$ cat src/rtl/window_scan_ctrl.sv
`default_nettype none
// ============================================================================
//  Module   : window_scan_ctrl
//  Brief    : Raster-order detection-window sequencer; emits per-window pixel
//             address beats, then the window's top-left position.
//  Revision : 1.0 - initial release
// ============================================================================
module window_scan_ctrl #(
    parameter int IMG_WIDTH     = 320,
    parameter int IMG_HEIGHT    = 240,
    parameter int WINDOW_WIDTH  = 25,
    parameter int WINDOW_HEIGHT = 25,
    parameter int STEP          = 1,
    localparam int W_ADDR       = $clog2(IMG_WIDTH*IMG_HEIGHT),
    localparam int W_X          = $clog2(IMG_WIDTH),
    localparam int W_Y          = $clog2(IMG_HEIGHT)
) (
    input  logic              clk,
    input  logic              rst,
    input  logic              start,
    output logic              busy,
    output logic              addr_valid,
    input  logic              addr_ready,
    output logic [W_ADDR-1:0] addr_data,
    output logic [1:0]        addr_eot,
    output logic              pos_valid,
    input  logic              pos_ready,
    output logic [W_X-1:0]    pos_x,
    output logic [W_Y-1:0]    pos_y,
    output logic              frame_done
);

    localparam int W_C = (WINDOW_WIDTH  > 1) ? $clog2(WINDOW_WIDTH)  : 1;
    localparam int W_R = (WINDOW_HEIGHT > 1) ? $clog2(WINDOW_HEIGHT) : 1;

    localparam logic [W_C-1:0]    C_LAST   = W_C'(WINDOW_WIDTH - 1);
    localparam logic [W_R-1:0]    R_LAST   = W_R'(WINDOW_HEIGHT - 1);
    localparam logic [W_X-1:0]    X_LAST   = W_X'(((IMG_WIDTH  - WINDOW_WIDTH)  / STEP) * STEP);
    localparam logic [W_Y-1:0]    Y_LAST   = W_Y'(((IMG_HEIGHT - WINDOW_HEIGHT) / STEP) * STEP);
    localparam logic [W_X-1:0]    X_INC    = W_X'(STEP);
    localparam logic [W_Y-1:0]    Y_INC    = W_Y'(STEP);
    localparam logic [W_ADDR-1:0] A_COL    = W_ADDR'(1);
    localparam logic [W_ADDR-1:0] A_ROW    = W_ADDR'(IMG_WIDTH - WINDOW_WIDTH + 1);
    localparam logic [W_ADDR-1:0] A_XSTEP  = W_ADDR'(STEP);
    localparam logic [W_ADDR-1:0] A_YSTEP  = W_ADDR'(STEP * IMG_WIDTH);

    localparam logic [1:0] S_IDLE = 2'd0;
    localparam logic [1:0] S_SCAN = 2'd1;
    localparam logic [1:0] S_POS  = 2'd2;

    logic [1:0]        state_q, state_d;
    logic [W_X-1:0]    x0_q, x0_d;
    logic [W_Y-1:0]    y0_q, y0_d;
    logic [W_R-1:0]    r_q, r_d;
    logic [W_C-1:0]    c_q, c_d;
    logic [W_ADDR-1:0] addr_q, addr_d;
    logic [W_ADDR-1:0] win_base_q, win_base_d;
    logic [W_ADDR-1:0] row_base_q, row_base_d;
    logic              frame_done_q, frame_done_d;

    logic w_col_last;
    logic w_row_last;
    logic w_beat_acc;

    assign w_col_last = (c_q == C_LAST);
    assign w_row_last = (r_q == R_LAST);
    assign w_beat_acc = (state_q == S_SCAN) && addr_ready;

    // win_base tracks y0*IMG_WIDTH+x0 and row_base tracks y0*IMG_WIDTH, so
    // every window rebase is a single constant add.
    always_comb begin
        state_d      = state_q;
        x0_d         = x0_q;
        y0_d         = y0_q;
        r_d          = r_q;
        c_d          = c_q;
        addr_d       = addr_q;
        win_base_d   = win_base_q;
        row_base_d   = row_base_q;
        frame_done_d = 1'b0;

        case (state_q)
            S_IDLE: begin
                if (start) begin
                    state_d    = S_SCAN;
                    x0_d       = '0;
                    y0_d       = '0;
                    r_d        = '0;
                    c_d        = '0;
                    addr_d     = '0;
                    win_base_d = '0;
                    row_base_d = '0;
                end
            end
            S_SCAN: begin
                if (w_beat_acc) begin
                    if (w_col_last) begin
                        c_d = '0;
                        if (w_row_last) begin
                            state_d = S_POS;
                        end else begin
                            r_d    = r_q + 1'b1;
                            addr_d = addr_q + A_ROW;
                        end
                    end else begin
                        c_d    = c_q + 1'b1;
                        addr_d = addr_q + A_COL;
                    end
                end
            end
            S_POS: begin
                if (pos_ready) begin
                    if ((x0_q == X_LAST) && (y0_q == Y_LAST)) begin
                        state_d      = S_IDLE;
                        frame_done_d = 1'b1;
                    end else begin
                        state_d = S_SCAN;
                        r_d     = '0;
                        c_d     = '0;
                        if (x0_q == X_LAST) begin
                            x0_d       = '0;
                            y0_d       = y0_q + Y_INC;
                            row_base_d = row_base_q + A_YSTEP;
                            win_base_d = row_base_q + A_YSTEP;
                            addr_d     = row_base_q + A_YSTEP;
                        end else begin
                            x0_d       = x0_q + X_INC;
                            win_base_d = win_base_q + A_XSTEP;
                            addr_d     = win_base_q + A_XSTEP;
                        end
                    end
                end
            end
            default: begin
                state_d = S_IDLE;
            end
        endcase
    end

    always_ff @(posedge clk or posedge rst) begin
        if (rst) begin
            state_q      <= S_IDLE;
            x0_q         <= '0;
            y0_q         <= '0;
            r_q          <= '0;
            c_q          <= '0;
            addr_q       <= '0;
            win_base_q   <= '0;
            row_base_q   <= '0;
            frame_done_q <= 1'b0;
        end else begin
            state_q      <= state_d;
            x0_q         <= x0_d;
            y0_q         <= y0_d;
            r_q          <= r_d;
            c_q          <= c_d;
            addr_q       <= addr_d;
            win_base_q   <= win_base_d;
            row_base_q   <= row_base_d;
            frame_done_q <= frame_done_d;
        end
    end

    // All outputs decode directly from registered state.
    assign busy        = (state_q != S_IDLE);
    assign addr_valid  = (state_q == S_SCAN);
    assign addr_data   = addr_q;
    assign addr_eot    = (state_q == S_SCAN) ? {w_row_last, w_col_last} : 2'b00;
    assign pos_valid   = (state_q == S_POS);
    assign pos_x       = x0_q;
    assign pos_y       = y0_q;
    assign frame_done  = frame_done_q;

endmodule
`default_nettype wire

$ cat config.mk
export PLATFORM = sky130hd
export DESIGN_NAME = window_scan_ctrl
export DESIGN_NICKNAME = d
export VERILOG_FILES = /design/src/rtl/window_scan_ctrl.sv
export SDC_FILE = /design/constraint.sdc
export NUM_CORES = 1
export LEC_CHECK = 0
export CAP_MARGIN = 30
export CELL_PAD_IN_SITES_DETAIL_PLACEMENT = 1
export CELL_PAD_IN_SITES_GLOBAL_PLACEMENT = 2
export CORE_MARGIN = 3
export CORE_UTILIZATION = 36
export DETAILED_ROUTE_END_ITERATION = 6
export PLACE_DENSITY_LB_ADDON = 0.25
export SLEW_MARGIN = 30
export SYNTH_ARGS = -nofsm -noshare
export SYNTH_HDL_FRONTEND = slang
export SYNTH_SLANG_ARGS = --single-unit
$ cat constraint.sdc
create_clock -name clk -period 3 [get_ports clk]
set_input_delay 0.6 -clock clk [delete_from_list [all_inputs] [get_ports clk]]
set_output_delay 0.6 -clock clk [all_outputs]
set_load 0.02 [all_outputs]
# == After elaboration in Yosys (flattened, before gate mapping) ==
# Index checks and enable logic that the tools add are counted.
# classes
add_sub_neg,8
eq_ne,15
muxes,44
n_reduce_logical,12
# op_table
cell,count
$mux 17,10
$pmux 17 s2,2
$pmux 17 s3,1
$mux 5,8
$mux 9,4
$add 17x1->17 const B,2
$add 17x9->17 const B,2
$mux 8,4
$pmux 5 s3,2
$pmux 9 s2,1
$pmux 8 s2,1
$reduce_and 5->1,3
$mux 2,6
$add 5x1->5 const B,2
$eq 5x5->1 const B,2
$ne 2x1->1 const B,5
$add 9x1->9 const B,1
$eq 9x9->1 const B,1
$add 8x1->8 const B,1
$eq 8x8->1 const B,1
$reduce_and 7->1,1
$ne 2x2->1 const B,3
$pmux 2 s3,1
$reduce_and 6->1,1
other kinds (9),14
# word_totals
register_bits,81
in_bits,5
output_inout_bits,40
wordCells,88

# == Logic depth before layout (Yosys ltp) ==
# Gate-level depths: netlist of run 1.
# depth
word_depth,5
mapped_depth,11
ltp_nobuf,8

# == Least setup slack after synthesis of run 1 ==
# OpenSTA, ideal clock, no wires.
# synth_path
path_type,reg-to-reg
from,register state_q[1]
to,"register addr_q[15], in the netlist addr_data[15]"
setup_ns,0.087
arrival_ns,2.272
path_slack_ns,0.641
path_stages_with_launch,11
path_cell_list,dfrtp_1 -> inv_1 -> ha_1 -> buf_2 -> nand2b_1 -> nand3_1 -> a311o_1 -> buf_4 -> a21o_4 -> or4_1 -> o211ai_1
# synth_between
elab_chain_cells,4
# synth_rtl
element,line,text
"start, declared",51,"logic [1:0] state_q, state_d;"
"start signal, assigned",152,state_q <= state_d;
$eq 2x1->1 (*),--,
named net addr_valid,22,"output logic addr_valid,"
$logic_and 1x1->1,67,assign w_beat_acc = (state_q == S_SCAN) && addr_ready;
$ne 2x1->1 (no line),--,
$reduce_and 6->1 (no line),--,
"end signal, assigned",157,addr_q <= addr_d;
"end, declared",56,"logic [W_ADDR-1:0] addr_q, addr_d;"
# Mark *: on every way through the listed nets, which the timed path passes. The rest lies on a longest branch.
# A chain may end at the register's enable or synchronous reset.

# == Worst setup path in the final report of run 1 ==
# layout_path
from,register r_q[0]
to,output port addr_eot[1]
# layout_between
elab_chain_cells,2
# layout_rtl
element,line,text
"start, declared",54,"logic [W_R-1:0] r_q, r_d;"
"start signal, assigned",155,r_q <= r_d;
$eq 5x5->1,66,assign w_row_last = (r_q == R_LAST);
$mux 2,168,"assign addr_eot = (state_q == S_SCAN) ? {w_row_last, w_col_last} : 2'b00;"
"end, declared",25,"output logic [1:0] addr_eot,"
# No other way between the ends.

==> results of run 1 <==
## metrics by stage
stage	area [um^2]	util
after floorplan	4680	-
after global placement	5330	0.420
after global routing	5640	0.445
after detailed placement	5330	0.420
final	5640	0.445
after CTS	5640	0.445
## kinds of logic (layout without fill, tap and decap cells)
| family | Yosys count | in the layout | synth area share |
|---|---|---|---|
| xor+xnor | 25 | 25 | 0.0468 |
| flops | 75 | 75 | 0.401 |
| buf+inv | 45 | 92 | 0.0438 |
| simple gates | 205 | 205 | 0.229 |
| compound gates | 165 | 165 | 0.228 |
| mux | 6 | 6 | 0.0139 |
| fa+ha+maj | 14 | 14 | 0.0374 |
## per-layer routing
metal,share of wire,up-vias,wire length [um]
met5,0,-,0
met4,0.025,0,337
met3,0.030,14,401
met2,0.47,58,6320
met1,0.48,2084,6450
li1,-,2041,-
## state kept, by name, indices dropped and copies added (netlist names)
| signal | count |
|---|---|
| c_q | 5 |
| pos_y | 8 |
| r_q | 5 |
| pos_x | 9 |
| addr_data | 17 |
| win_base_q | 17 |
| row_base_q | 11 |
| state_q | 2 |
| frame_done | 1 |
## path summary, 6_finish.rpt
check	end	depth (start not counted)	slack, ps	startpoint
worst max-delay path	addr_eot[1]	6	170	r_q[0]
worst min-delay path	row_base_q[7]	2	520	row_base_q[7]
worst max register to register	win_base_q[5]	7	380	pos_x[0]
worst min register to register	row_base_q[7]	2	520	row_base_q[7]
max in group asynchronous	pos_x[4]	3	2000	rst
min in group asynchronous	pos_y[6]	3	660	rst
## power groups by stage
stage	Clock, uW	Sequential [uW]	Combinational, uW
2_1_floorplan	0	1100	605
3_3_place_gp	0	1090	841
3_5_place_dp	0	1090	855
4_1_cts	1180	1080	859
5_1_grt	1230	1080	937
6_report	1140	1080	843
## critical path, cell delays in order, from the launching register on
cell                              delay (ps)
sky130_fd_sc_hd__dfrtp_1                 410
sky130_fd_sc_hd__inv_1                   110
sky130_fd_sc_hd__ha_1                    160
sky130_fd_sc_hd__nand2_1                  60
sky130_fd_sc_hd__nor3_1                  350
sky130_fd_sc_hd__and2_1                  200
sky130_fd_sc_hd__clkdlybuf4s50_1         600
## final cells by class
cell class | count | area share
Sequential cell | 75 | 0.333
Clock buffer | 13 | 0.0479
Clock inverter | 3 | 0.00798
Multi-Input combinational cell | 415 | 0.461
Timing Repair Buffer | 57 | 0.0998
Tap cell | 172 | 0.0381
Inverter | 19 | 0.0126
## layout by cell type, fill, tap and decap left out, types with 4 or more instances in the layout
cell and instances:
sky130_fd_sc_hd__buf_4 11, sky130_fd_sc_hd__clkdlybuf4s50_1 44, sky130_fd_sc_hd__or4_1 4, sky130_fd_sc_hd__o31a_1 4, sky130_fd_sc_hd__and3_1 5, sky130_fd_sc_hd__a22o_1 9
sky130_fd_sc_hd__nand3_1 25, sky130_fd_sc_hd__o21ai_0 65, sky130_fd_sc_hd__ha_1 14, sky130_fd_sc_hd__nand4_1 12, sky130_fd_sc_hd__o211ai_1 6, sky130_fd_sc_hd__o31ai_1 12
sky130_fd_sc_hd__dfrtp_1 75, sky130_fd_sc_hd__nor2_1 25, sky130_fd_sc_hd__or3_1 9, sky130_fd_sc_hd__mux2_2 4, sky130_fd_sc_hd__nand2b_1 5, sky130_fd_sc_hd__a21o_1 4
sky130_fd_sc_hd__a21oi_1 22, sky130_fd_sc_hd__clkbuf_16 9, sky130_fd_sc_hd__a31oi_1 8, sky130_fd_sc_hd__xor2_1 11, sky130_fd_sc_hd__inv_1 18, sky130_fd_sc_hd__nor4_1 5
sky130_fd_sc_hd__o21ai_2 10, sky130_fd_sc_hd__nor3_1 9, sky130_fd_sc_hd__xnor2_1 14, sky130_fd_sc_hd__or2_2 5, sky130_fd_sc_hd__nand2_1 70, sky130_fd_sc_hd__and2_1 14
==> results.txt, run 1 <==
----------------------------------------------------
[Worst setup path]
  Data arrival at the endpoint of the critical path ... 2230 ps
  Crit path kind ... reg -> out
  Critical path launch point type ... register
  WP data required ... 2400 ps
  Maximum fanout along the worst path ... 4
  Crit path capture type ... output port

[Finish]
  Share of cells above drive strength 1 ... 0.0962
  Final-layout fill cell count ... 1,489
  Layout overhead on the synthesized area ... 20.5%
  Area taken by flip-flops and latches ... 0.00188 mm^2
  Area of the multi-input gates ... 0.00260 mm^2
  Layout Nets ... 596
  Cell Count, Final, Fillers Out ... 754
  ANT cells ... 0

[Status]
  Outcome ... finished clean

[STA]
  Total Negative Setup Slacks ... 0 ps
  Final setup skew ... 5.70 ps
  Part of the cycle the worst path needs ... 0.944
  Final hold viol count ... 0
  RSZ-0062 raised after global routing ... no
  Upper clock frequency limit ... 353 MHz
  Smallest setup slack after layout ... 167 ps
  Post-route worst hold slack ... 516 ps
  Post-layout min period ... 2830 ps
  Final Max Slew Viols ... 0
  Slew at the pin closest to its max-slew limit ... 809 ps
  Relative slew slack ... 0.458
  Setup-failing EPs final ... 0

[Pwr]
  Leakage power of the design ... 0.00227 uW
  Power per cell area ... 542 mW/mm^2
  Combinational cell fraction of total power ... 0.275
  Switching share of total power ... 0.337
  Power after layout ... 3060 uW
  Power dissipated by switching net loads ... 1030 uW
  Internal power summed over all cells ... 2030 uW
  Sequential cell fraction of total power ... 0.351
  Maximum vdd ir drop ... 0.000300 V
  Share of power burned in the clock network ... 0.373

[Flow run]
  Max-capacitance violation count ... 0

[Global routing]
  Remaining Overflow, GRT ... 0
  Overall Global Routing Usage ... 0.200
  Maximum number of pins on one net before global-route repair ... 76
  Initial antenna violation count ... 0
  Most heavily used metal layer in global routing ... met2
  Met2 capacity usage during global routing ... 0.311
  Global-route track usage on met1 ... 0.273
  Wire length of the first global-routing pass ... 23,100 um
  Met3 routing resource usage after global routing ... 0.0415
  Via count of the first global-routing pass ... 4,303

[Drt]
  Number of nets still failing antenna checks after routing ... 0
  Per-cell routed wire length ... 17.9 um
  Routed vias/inst ... 5.57
  Detailed Route Iter0 Violations ... 162
  Routed wire length ... 13,500 um
  Total via count after detailed routing ... 4,197
  DR DRC count ... 0
  TritonRoute pass-1 iters ... 4

[Clocking]
  Skew-Pair Late Insertion Delay ... 340 ps
  Num CTS Buffers ... 9
  Clock root buffer ... sky130_fd_sc_hd__clkbuf_16
  Clock tree from TritonCTS ... done
  Number of buffers inserted by hold repair at cts ... 0
  Clk pin slew, worst setup/hold paths ... 60 ps
  Buffer count from post-CTS setup fixing ... 0
  CTS H-tree lvls ... 3
  Clock buffer depth ... 2
  Sinks on the clock net ... 75
  CTS resizes ... 0

[Logic synthesis]
  Cell accounting for the most synthesized area ... sky130_fd_sc_hd__dfrtp_1
  Area of the mapped netlist ... 0.00468 mm^2
  Number of synthesized flops with an enable pin ... 0
  Top flip-flop cell by instance count after synthesis ... sky130_fd_sc_hd__dfrtp_1
  Synthesized netlist net count ... 554
  YS warnings ... 0
  Flops & latches, synth ... 75
  Proportion of netlist area held by the largest area contributor ... 0.401
  Top area cells in the synthesized netlist ... sky130_fd_sc_hd__dfrtp_1 (40%), sky130_fd_sc_hd__o21ai_0 (6.9%), sky130_fd_sc_hd__nand2_1 (5.6%)
  Mapped Avg Cell Area ... 8.75 um^2
  Number of distinct library cells after synthesis ... 59
  Leading post-synthesis cells by instance count ... sky130_fd_sc_hd__dfrtp_1 (75), sky130_fd_sc_hd__nand2_1 (70), sky130_fd_sc_hd__o21ai_0 (65), sky130_fd_sc_hd__nand3_1 (25), sky130_fd_sc_hd__nor2_1 (25)
  Post-synthesis async set-or-reset flop share ... 1.00
  Post-Synthesis Cells ... 535
  Sequential fraction of the synthesis area ... 0.401
  Library cell with the highest instance count after synthesis ... sky130_fd_sc_hd__dfrtp_1

[Placed design]
  Dpl hpwl ... 9750 um
  Number of port buffers ... 44
  Placed Cells incl. Taps ... 738
  Final weighted congestion of routability-driven global placement ... 0.831
  Setup slack at placement ... 212 ps

[Die]
  Floorplan die area ... 0.0144 mm^2
  Die Width ... 120 um
  Number of placed I/O pins ... 45
  Effective utilization at floorplan ... 0.370
  Number of core rows ... 41
  Die height ... 120 um
  Area of the placeable core ... 0.0127 mm^2

[Min path]
  Class of the tightest hold or removal check ... reg -> reg

----------------------------------------------------
(Power assumes the default switching activity.)
==> inputs of run 2 (changes only) <==
--- a/config.mk
+++ b/config.mk
@@ -8,11 +8,11 @@
 export CAP_MARGIN = 30
 export CELL_PAD_IN_SITES_DETAIL_PLACEMENT = 1
 export CELL_PAD_IN_SITES_GLOBAL_PLACEMENT = 2
+export CORE_ASPECT_RATIO = 0.6
 export CORE_MARGIN = 3
 export CORE_UTILIZATION = 36
 export DETAILED_ROUTE_END_ITERATION = 6
 export PLACE_DENSITY_LB_ADDON = 0.25
-export SLEW_MARGIN = 30
 export SYNTH_ARGS = -nofsm -noshare
 export SYNTH_HDL_FRONTEND = slang
 export SYNTH_SLANG_ARGS = --single-unit
==> run 2 against run 1 <==
- power increased by 2.2%
- via count increased by 1.0%
- hold slack got worse by 20 ps
- clock-buffer cell count decreased by 1
- die area increased by 0.32%
- clock skew increased by 1.7 ps
- register-to-register slack improved by 100 ps
- maximum frequency increased by 1.3%
- global-route usage decreased by 0.56 points
- critical path type unchanged
- critical endpoint is now addr_eot[0]
- largest cell class unchanged
==> results.txt, run 2 (synthesis gave the netlist of run 1 again) <==
----------------------------------------------------
[Die]
  Number of placed I/O pins ... 45 (unchanged)
  Die Width ... 153 um (+28%)
  Number of core rows ... 31 (-24%)
  Area of the placeable core ... 0.0124 mm^2 (-2.4%)
  Die height ... 94.4 um (-21%)
  Effective utilization at floorplan ... 0.379 (+0.00890)
  Floorplan die area ... 0.0145 mm^2 (+0.32%)

[Clocking]
  Clock root buffer ... sky130_fd_sc_hd__clkbuf_16
  CTS H-tree lvls ... 3 (unchanged)
  Num CTS Buffers ... 9 (unchanged)
  Buffer count from post-CTS setup fixing ... 0 (unchanged)
  CTS resizes ... 0 (unchanged)
  Skew-Pair Late Insertion Delay ... 340 ps (about the same)
  Clock buffer depth ... 2 (unchanged)
  Clock tree from TritonCTS ... done
  Number of buffers inserted by hold repair at cts ... 0 (unchanged)
  Clk pin slew, worst setup/hold paths ... 60 ps (about the same)
  Sinks on the clock net ... 75 (unchanged)

[Drt]
  Top Layer Used ... met4
  Met3 Wirelength ... 481 um (+20%)
  Detailed-route wire length on metal 1 ... 7300 um (+13%)
  DR DRC count ... 0 (unchanged)
  Detailed Route Iter0 Violations ... 182 (+12%)
  Number of nets still failing antenna checks after routing ... 0 (unchanged)
  Total via count after detailed routing ... 4,239 (+1.0%)
  Per-cell routed wire length ... 18.5 um (+3.1%)
  Met2 Wirelength ... 5960 um (-5.8%)
  TritonRoute pass-1 iters ... 4 (unchanged)
  Routed vias/inst ... 5.65 (+1.5%)
  Routed wire length ... 13,900 um (+2.6%)

[Finish]
  Leading cell type in the layout, fill and taps excluded ... sky130_fd_sc_hd__dfrtp_1
  Commonest cells after routing, fill and taps aside ... sky130_fd_sc_hd__dfrtp_1 (75), sky130_fd_sc_hd__nand2_1 (70), sky130_fd_sc_hd__o21ai_0 (65)
  Share of cells above drive strength 1 ... 0.101 (+0.00463)
  Layout Nets ... 599 (+0.50%)
  Final-layout fill cell count ... 1,428 (-4.1%)
  ANT cells ... 0 (unchanged)
  Layout overhead on the synthesized area ... 20.8%

[Pwr]
  Sequential cell fraction of total power ... 0.345 (-0.006)
  Switching share of total power ... 0.336 (-0.000900)
  Leakage power of the design ... 0.00229 uW (+0.88%)
  Power dissipated by switching net loads ... 1050 uW (+2.0%)
  Combinational cell fraction of total power ... 0.268 (-0.007)
  Share of power burned in the clock network ... 0.387 (+0.014)
  Power per cell area ... 553 mW/mm^2 (+2.0%)
  Internal power summed over all cells ... 2080 uW (+2.4%)
  Maximum vdd ir drop ... 0.000253 V (-16%)

[Worst setup path]
  Reg2Reg Setup Slack ... 480 ps (+100 ps)
  Critical path launch point type ... register
  Data arrival at the endpoint of the critical path ... 2200 ps (-30 ps)
  Cell count of the worst reg-to-reg path ... 9 (+2)
  WP data required ... 2400 ps (about the same)
  Crit path capture type ... output port
  Crit path kind ... reg -> out
  Maximum fanout along the worst path ... 14 (+10)

[STA]
  Part of the cycle the worst path needs ... 0.933 (-0.0117)
  Post-route worst hold slack ... 496 ps (-19.7 ps)
  Final Max Slew Viols ... 0 (unchanged)
  Final hold viol count ... 0 (unchanged)
  Upper clock frequency limit ... 357 MHz (+1.3%)
  RSZ-0062 raised after global routing ... no
  Slew at the pin closest to its max-slew limit ... 695 ps (-114 ps)
  Final setup skew ... 7.40 ps (+1.70 ps)
  Setup-failing EPs final ... 0 (unchanged)
  Relative slew slack ... 0.535 (+0.0765)
  Total Negative Setup Slacks ... 0 ps (unchanged)
  Post-layout min period ... 2800 ps (-35.0 ps)

[Global routing]
  Overall Global Routing Usage ... 0.195 (-0.00558)
  Wire length of the first global-routing pass ... 22,800 um (-1.3%)
  Initial antenna violation count ... 0 (unchanged)
  Remaining Overflow, GRT ... 0 (unchanged)
  Maximum number of pins on one net before global-route repair ... 38 (-50%)
  Via count of the first global-routing pass ... 4,376 (+1.7%)

[Min path]
  Class of the tightest hold or removal check ... reg -> reg
  Cell depth of the worst hold path ... 2 (unchanged)

[Placed design]
  Number of port buffers ... 44 (unchanged)
  Dpl hpwl ... 10,200 um (+5.0%)
  Final weighted congestion of routability-driven global placement ... 0.811 (-2.5%)

[Status]
  Outcome ... finished clean

[Flow run]
  Max-capacitance violation count ... 0 (unchanged)

----------------------------------------------------
run 2: cell count changes in the layout (fill, tap and decap cells not counted):
cell and change:
sky130_fd_sc_hd__buf_4 +4, sky130_fd_sc_hd__clkbuf_8 -1, sky130_fd_sc_hd__clkinvlp_4 -1, sky130_fd_sc_hd__clkinv_2 +1
sky130_fd_sc_hd__bufinv_16 +1, sky130_fd_sc_hd__buf_12 -1
run 2: final timing paths:
check,from,to
worst min-delay path,row_base_q[16],row_base_q[16]
worst max-delay path,state_q[1],addr_eot[0]
max in group asynchronous,rst,addr_data[8]
worst min register to register,row_base_q[16],row_base_q[16]
min in group asynchronous,rst,win_base_q[16]
worst max register to register,state_q[1],addr_data[2]
run 2: final cells by class:
| type | count | area (um^2) | share of cell area |
|---|---|---|---|
| clock inverters | 4 | 72.6 | 0.0128 |
| repair buffers | 60 | 573 | 0.101 |
| multi-input cells | 415 | 2600 | 0.460 |
| inverters | 19 | 71.3 | 0.0126 |
| well taps | 165 | 206 | 0.0365 |
| flip-flops and latches | 75 | 1880 | 0.332 |
| clock buffers | 12 | 256 | 0.0453 |
run 2: per-stage QoR:
stage / cell area [um^2] / power [uW] / setup WS, ps / cells / utilization
floorplan: 4680 / 1700 / 490 / 535 / -
global placement: 5330 / 1910 / 284 / 734 / 0.431
detailed placement: 5330 / 1940 / 211 / 734 / 0.431
CTS: 5660 / 3170 / 163 / 750 / 0.457
global route: 5660 / 3300 / 55.5 / 750 / 0.457
finish: 5660 / 3130 / 202 / 750 / 0.457
run 2: critical path, cell delays in order, from the launching register on:
cell,delay [ps]
sky130_fd_sc_hd__dfrtp_1,420
sky130_fd_sc_hd__inv_1,100
sky130_fd_sc_hd__ha_1,430
sky130_fd_sc_hd__and2_1,270
sky130_fd_sc_hd__clkdlybuf4s50_1,630
run 2: power groups by stage:
stage	Sequential, uW	Clock, uW	Combinational, uW
global route	1080	1280	931
global placement	1090	0	816
CTS	1080	1240	846
finish	1080	1210	840
floorplan	1100	0	605
detailed placement	1100	0	839
run 2: layer usage:
metal,vias to the layer above,global-route usage
met5,-,0
met4,0,0.0489
met3,14,0.0417
met2,77,0.295
met1,2113,0.284
li1,2035,-
==> patch 1 (config.mk and constraints of run 2) <==
`WINDOW_WIDTH`: 25 -> 29.
--- a/src/rtl/window_scan_ctrl.sv
+++ b/src/rtl/window_scan_ctrl.sv
@@ -10,3 +10,3 @@
     parameter int IMG_HEIGHT    = 240,
-    parameter int WINDOW_WIDTH  = 25,
+    parameter int WINDOW_WIDTH  = 29,
     parameter int WINDOW_HEIGHT = 25,
Formal check against the unedited RTL: no difference found for any inputs over 10 cycles, from zero or initial values and one cycle with rst high; that may be too few to reach the edited logic, so the function may still have changed.
==> patch 1 against run 2 <==
Sequential cell count stayed put; worst setup slack improved by 0.022 ns; power up 0.47%; worst hold slack better by 0.032 ns; global-route usage grew 1.6 points; cell count rose by 2.8%; design area increased by 1.1%; non-clock buffer count rose by 5; critical path depth grew 1; routed wire length is 7.9% higher; die area increased by 0.76%; synthesized area up 0.80%; synthesized cell count increased by 3.4%; highest routed layer unchanged.
==> patch 1: results (changes against run 2) <==
Synthesis
  • Post-Synth XOR/XNOR Area: 0.0353 (was 0.0468)
  • Mux cell area share after synthesis: 0.0299 (was 0.0139)
  • Synth cell types: 62 (was 59)
  • Commonest cells in the netlist: 82 x o21ai_0, 75 x dfrtp_1, 58 x nand2_1, 32 x nor2_1, 30 x nand3_1 (was 75 x dfrtp_1, 70 x nand2_1, 65 x o21ai_0, 25 x nand3_1, 25 x nor2_1)
  • Syn nets: 572 (was 554)
  • Synth Area in Adders: 0.0371 (was 0.0374)
  • Synth Area in Compound Gates: 0.237 (was 0.228)

Routing
  • Drt initial violations: 253 (was 182)
  • WL met1: 7970 um (was 7300 um)
  • WL met2: 6210 um (was 5960 um)
  • Final wirelength: 15000 um (was 13900 um)
  • Wire length on met3: 631 um (was 481 um)

Global route
  • Number of global-route vias before repair: 4537 (was 4376)
  • First-pass GRT wire length: 24600 um (was 22800 um)
  • Global Route Usage Sum: 0.210 (was 0.195)

Power
  • Peak VDD IR: 0.281 mV (was 0.253 mV)
  • Cell Pwr Density: 550 nW/um2 (was 553 nW/um2)

Finish
  • P&R area growth vs syn: 21.1% (was 20.8%)
  • Nets@finish: 620 (was 599)
  • Final clock-cell share: 0.0549 (was 0.0582)
  • Seq area share: 0.328 (was 0.332)
  • Multi-In Gates: 427 (was 415)
  • Count of plain and timing-repair buffers: 65 (was 60)
  • Number of non-clock inverters: 23 (was 19)

Place
  • Placed instance area: 5400 um2 (was 5330 um2)

Worst setup path
  • R2r endpoint: win_base_q[14] (was addr_data[2])
  • Worst-path fanout max: 5 (was 14)
  • R2R cell count: 7 (was 9)
  • FF-to-FF setup slack: 0.46 ns (was 0.48 ns)

Hold path
  • Min-delay src: c_q[4] (was row_base_q[16])
  • WHS Path Cells: 1 (was 2)

Timing
  • Skew final: 0.00748 ns (was 0.00740 ns)

Outcome
  • Status: finished clean (unchanged)
==> patch 1: changes by cell type after synthesis, moves of 7 or more <==
cell / run 2 / this run
o21ai_0: 65 / 82
o21ai_2: 10 / 0
nand2_1: 70 / 58
nor2_1: 25 / 32
==> patch 1: power by group <==
part | internal, mW | leakage (nW) | total, mW | switching, mW
combinational | 0.288 | 1.10 | 0.898 | 0.610
sequential | 1.05 | 1.04 | 1.10 | 0.0543
clock | 0.710 | 0.155 | 1.15 | 0.437
==> patch 1: per-layer routing <==
layer	vias up	GRT usage
met3	13	0.0353
met5	-	0
li1	2134	-
met1	2308	0.326
met2	106	0.304
met4	0	0.0478
==> patch 1: metrics by stage <==
step,instances,utilization,power (mW),setup slack [ns],hold slack [ns]
CTS,771,0.461,3.17,0.234,0.525
global route,771,0.461,3.33,0.103,0.554
detailed placement,755,0.435,2.01,0.326,0.512
floorplan,553,-,1.70,0.490,0.460
global placement,755,0.435,2.00,0.407,0.486
finish,771,0.461,3.14,0.223,0.528
==> patch 1: logic make-up (layout without fill, tap and decap cells) <==
family,count (synthesis),in the layout
AO/OA/AOI/OAI,182,182
AND/OR/NAND/NOR,199,199
multiplexers,13,13
buffers and inverters,51,104
adder cells (fa/ha/maj),14,14
XOR/XNOR,19,19
flip-flops,75,75
==> patch 1: worst max-delay path by stage <==
stage,to,slack [ns],cells past startpoint,from
2_1_floorplan,addr_data[0],0.49,1,rst
3_3_place_gp,addr_data[12],0.41,7,pos_ready
3_5_place_dp,r_q[0],0.33,8,pos_ready
4_1_cts,addr_eot[0],0.23,5,state_q[1]
5_1_grt,addr_eot[0],0.10,5,state_q[1]
6_report,addr_eot[0],0.22,5,state_q[1]
==> patch 2 (flow settings as in run 2) <==
Without the edit above. Make the reset (`rst`) synchronous in one clocked block.
--- a/src/rtl/window_scan_ctrl.sv
+++ b/src/rtl/window_scan_ctrl.sv
@@ -139,3 +139,3 @@
 
-    always_ff @(posedge clk or posedge rst) begin
+    always_ff @(posedge clk) begin
         if (rst) begin
Function: differs if rst is asserted again (counterexample within 4 cycles, from zero or initial values and one cycle with rst high); with rst held inactive, the same outputs for 10 cycles.
==> patch 2 against run 2 <==
Sequential cell count did not move; worst setup slack got worse by 0.015 ns; synthesized area fell by 2.8%; highest routed layer unchanged; design area fell by 3.0%; critical path depth rose by 1; routed wire length rose by 4.2%; non-clock buffer count fell by 1; largest cell class unchanged; count of clock-buffer cells in the layout fell by 1.
Power is not compared: it rests on default switching activity, and its combinational part moved more than twofold at a synthesized area within 25%.
==> patch 2: results (changes against run 2) <==
Outcome
  • Status: finished clean (unchanged)

Routing
  • Routed len/inst: 18.0 um (was 18.5 um)
  • Via density: 5.68 (was 5.65)
  • WL met1: 7560 um (was 7300 um)
  • Final wirelength: 14400 um (was 13900 um)
  • Drt initial violations: 190 (was 182)
  • WL met2: 6170 um (was 5960 um)
  • Wire length on met3: 565 um (was 481 um)

Place
  • # placed instances: 786 (was 734)
  • Final GP Congestion: 0.844 (was 0.811)
  • Hpwl dp: 10700 um (was 10200 um)
  • Dpl ws: 0.0426 ns (was 0.211 ns)
  • Placed instance area: 5180 um2 (was 5330 um2)

Global route
  • Largest net degree at the start of global routing: 41 (was 38)
  • First-pass GRT wire length: 24000 um (was 22800 um)
  • Number of global-route vias before repair: 4610 (was 4376)
  • Global Route Usage Sum: 0.213 (was 0.195)

Synthesis
  • Register area share after synthesis: 0.330 (was 0.401)
  • Commonest cells in the netlist: 75 x dfxtp_1, 68 x nand2_1, 60 x nor2_1, 54 x a21oi_1, 36 x nand3_1 (was 75 x dfrtp_1, 70 x nand2_1, 65 x o21ai_0, 25 x nand3_1, 25 x nor2_1)
  • Synth Instances: 597 (was 535)
  • Top cells by area, synth: dfxtp_1 33%, a21oi_1 5.9%, nand2_1 5.6% (was dfrtp_1 40%, o21ai_0 6.9%, nand2_1 5.6%)
  • Synth cell types: 62 (was 59)
  • Synth async-reset ratio: 0 (was 1.00)

Worst setup path
  • Worst-path fanout max: 8 (was 14)

Finish
  • Share of cells above drive strength 1: 0.0675 (was 0.101)
  • Nets@finish: 651 (was 599)

Timing
  • Skew final: 0.00860 ns (was 0.00740 ns)
  • Slew headroom: 0.601 (was 0.535)

Clocking
  • CTS Buf Count: 9 (unchanged)
  • Reg clk slew, reported paths: 0.06 ns (about the same)
-- patch 2: per-layer routing --
layer	global-route usage	vias to the layer above
li1	-	2220
met1	0.312	2244
met2	0.317	75
met3	0.0436	14
met4	0.0520	0
met5	0	-
-- patch 2: logic make-up after synthesis --
logic type      count (synthesis)  synth area share
simple gates                  278             0.317
fa+ha+maj                      14            0.0385
flops                          75             0.330
compound gates                138             0.187
buf+inv                        50            0.0454
mux                             5            0.0110
xor+xnor                       37            0.0712
-- patch 2: area by class of cell --
type / count / area (um2)
inverter: 15 / 56.3
fill: 1505 / 6730
timing repair buffer: 59 / 573
sequential: 75 / 1500
clock inverter: 5 / 62.6
clock buffer: 11 / 243
multi-input combinational: 472 / 2840
tap: 165 / 206
-- patch 2: power groups by stage --
stage / combinational (mW) / clock [mW] / sequential (mW)
2_1_floorplan: 0.262 / 0 / 1.03
3_3_place_gp: 0.389 / 0 / 1.03
3_5_place_dp: 0.396 / 0 / 1.03
4_1_cts: 0.399 / 1.16 / 1.01
5_1_grt: 0.442 / 1.20 / 1.01
6_report: 0.398 / 1.13 / 1.01
-- patch 2: metrics by stage --
stage | utilization | power [mW] | hold slack [ns]
floorplan | - | 1.29 | 0.449
global placement | 0.424 | 1.42 | 0.459
detailed placement | 0.424 | 1.43 | 0.475
CTS | 0.449 | 2.57 | 0.484
global route | 0.449 | 2.65 | 0.521
finish | 0.449 | 2.54 | 0.481
-- patch 2: worst register-to-register path: stages (launching register included) --
cell	delay, ns
dfxtp_1	0.39
inv_1	0.08
ha_1	0.30
nand2b_1	0.16
nand4b_1	0.26
or3_1	0.71
nor3_2	0.39
a22oi_1	0.13
o311ai_0	0.12
-- patch 2: path summary, 6_finish.rpt --
kind                            depth (start not counted)     startpoint             to  slack, ns
worst max-delay path                                    5         c_q[0]    addr_eot[0]       0.19
worst min-delay path                                    2  row_base_q[7]  row_base_q[7]       0.48
worst max register to register                          8     state_q[1]  addr_data[11]       0.35
worst min register to register                          2  row_base_q[7]  row_base_q[7]       0.48
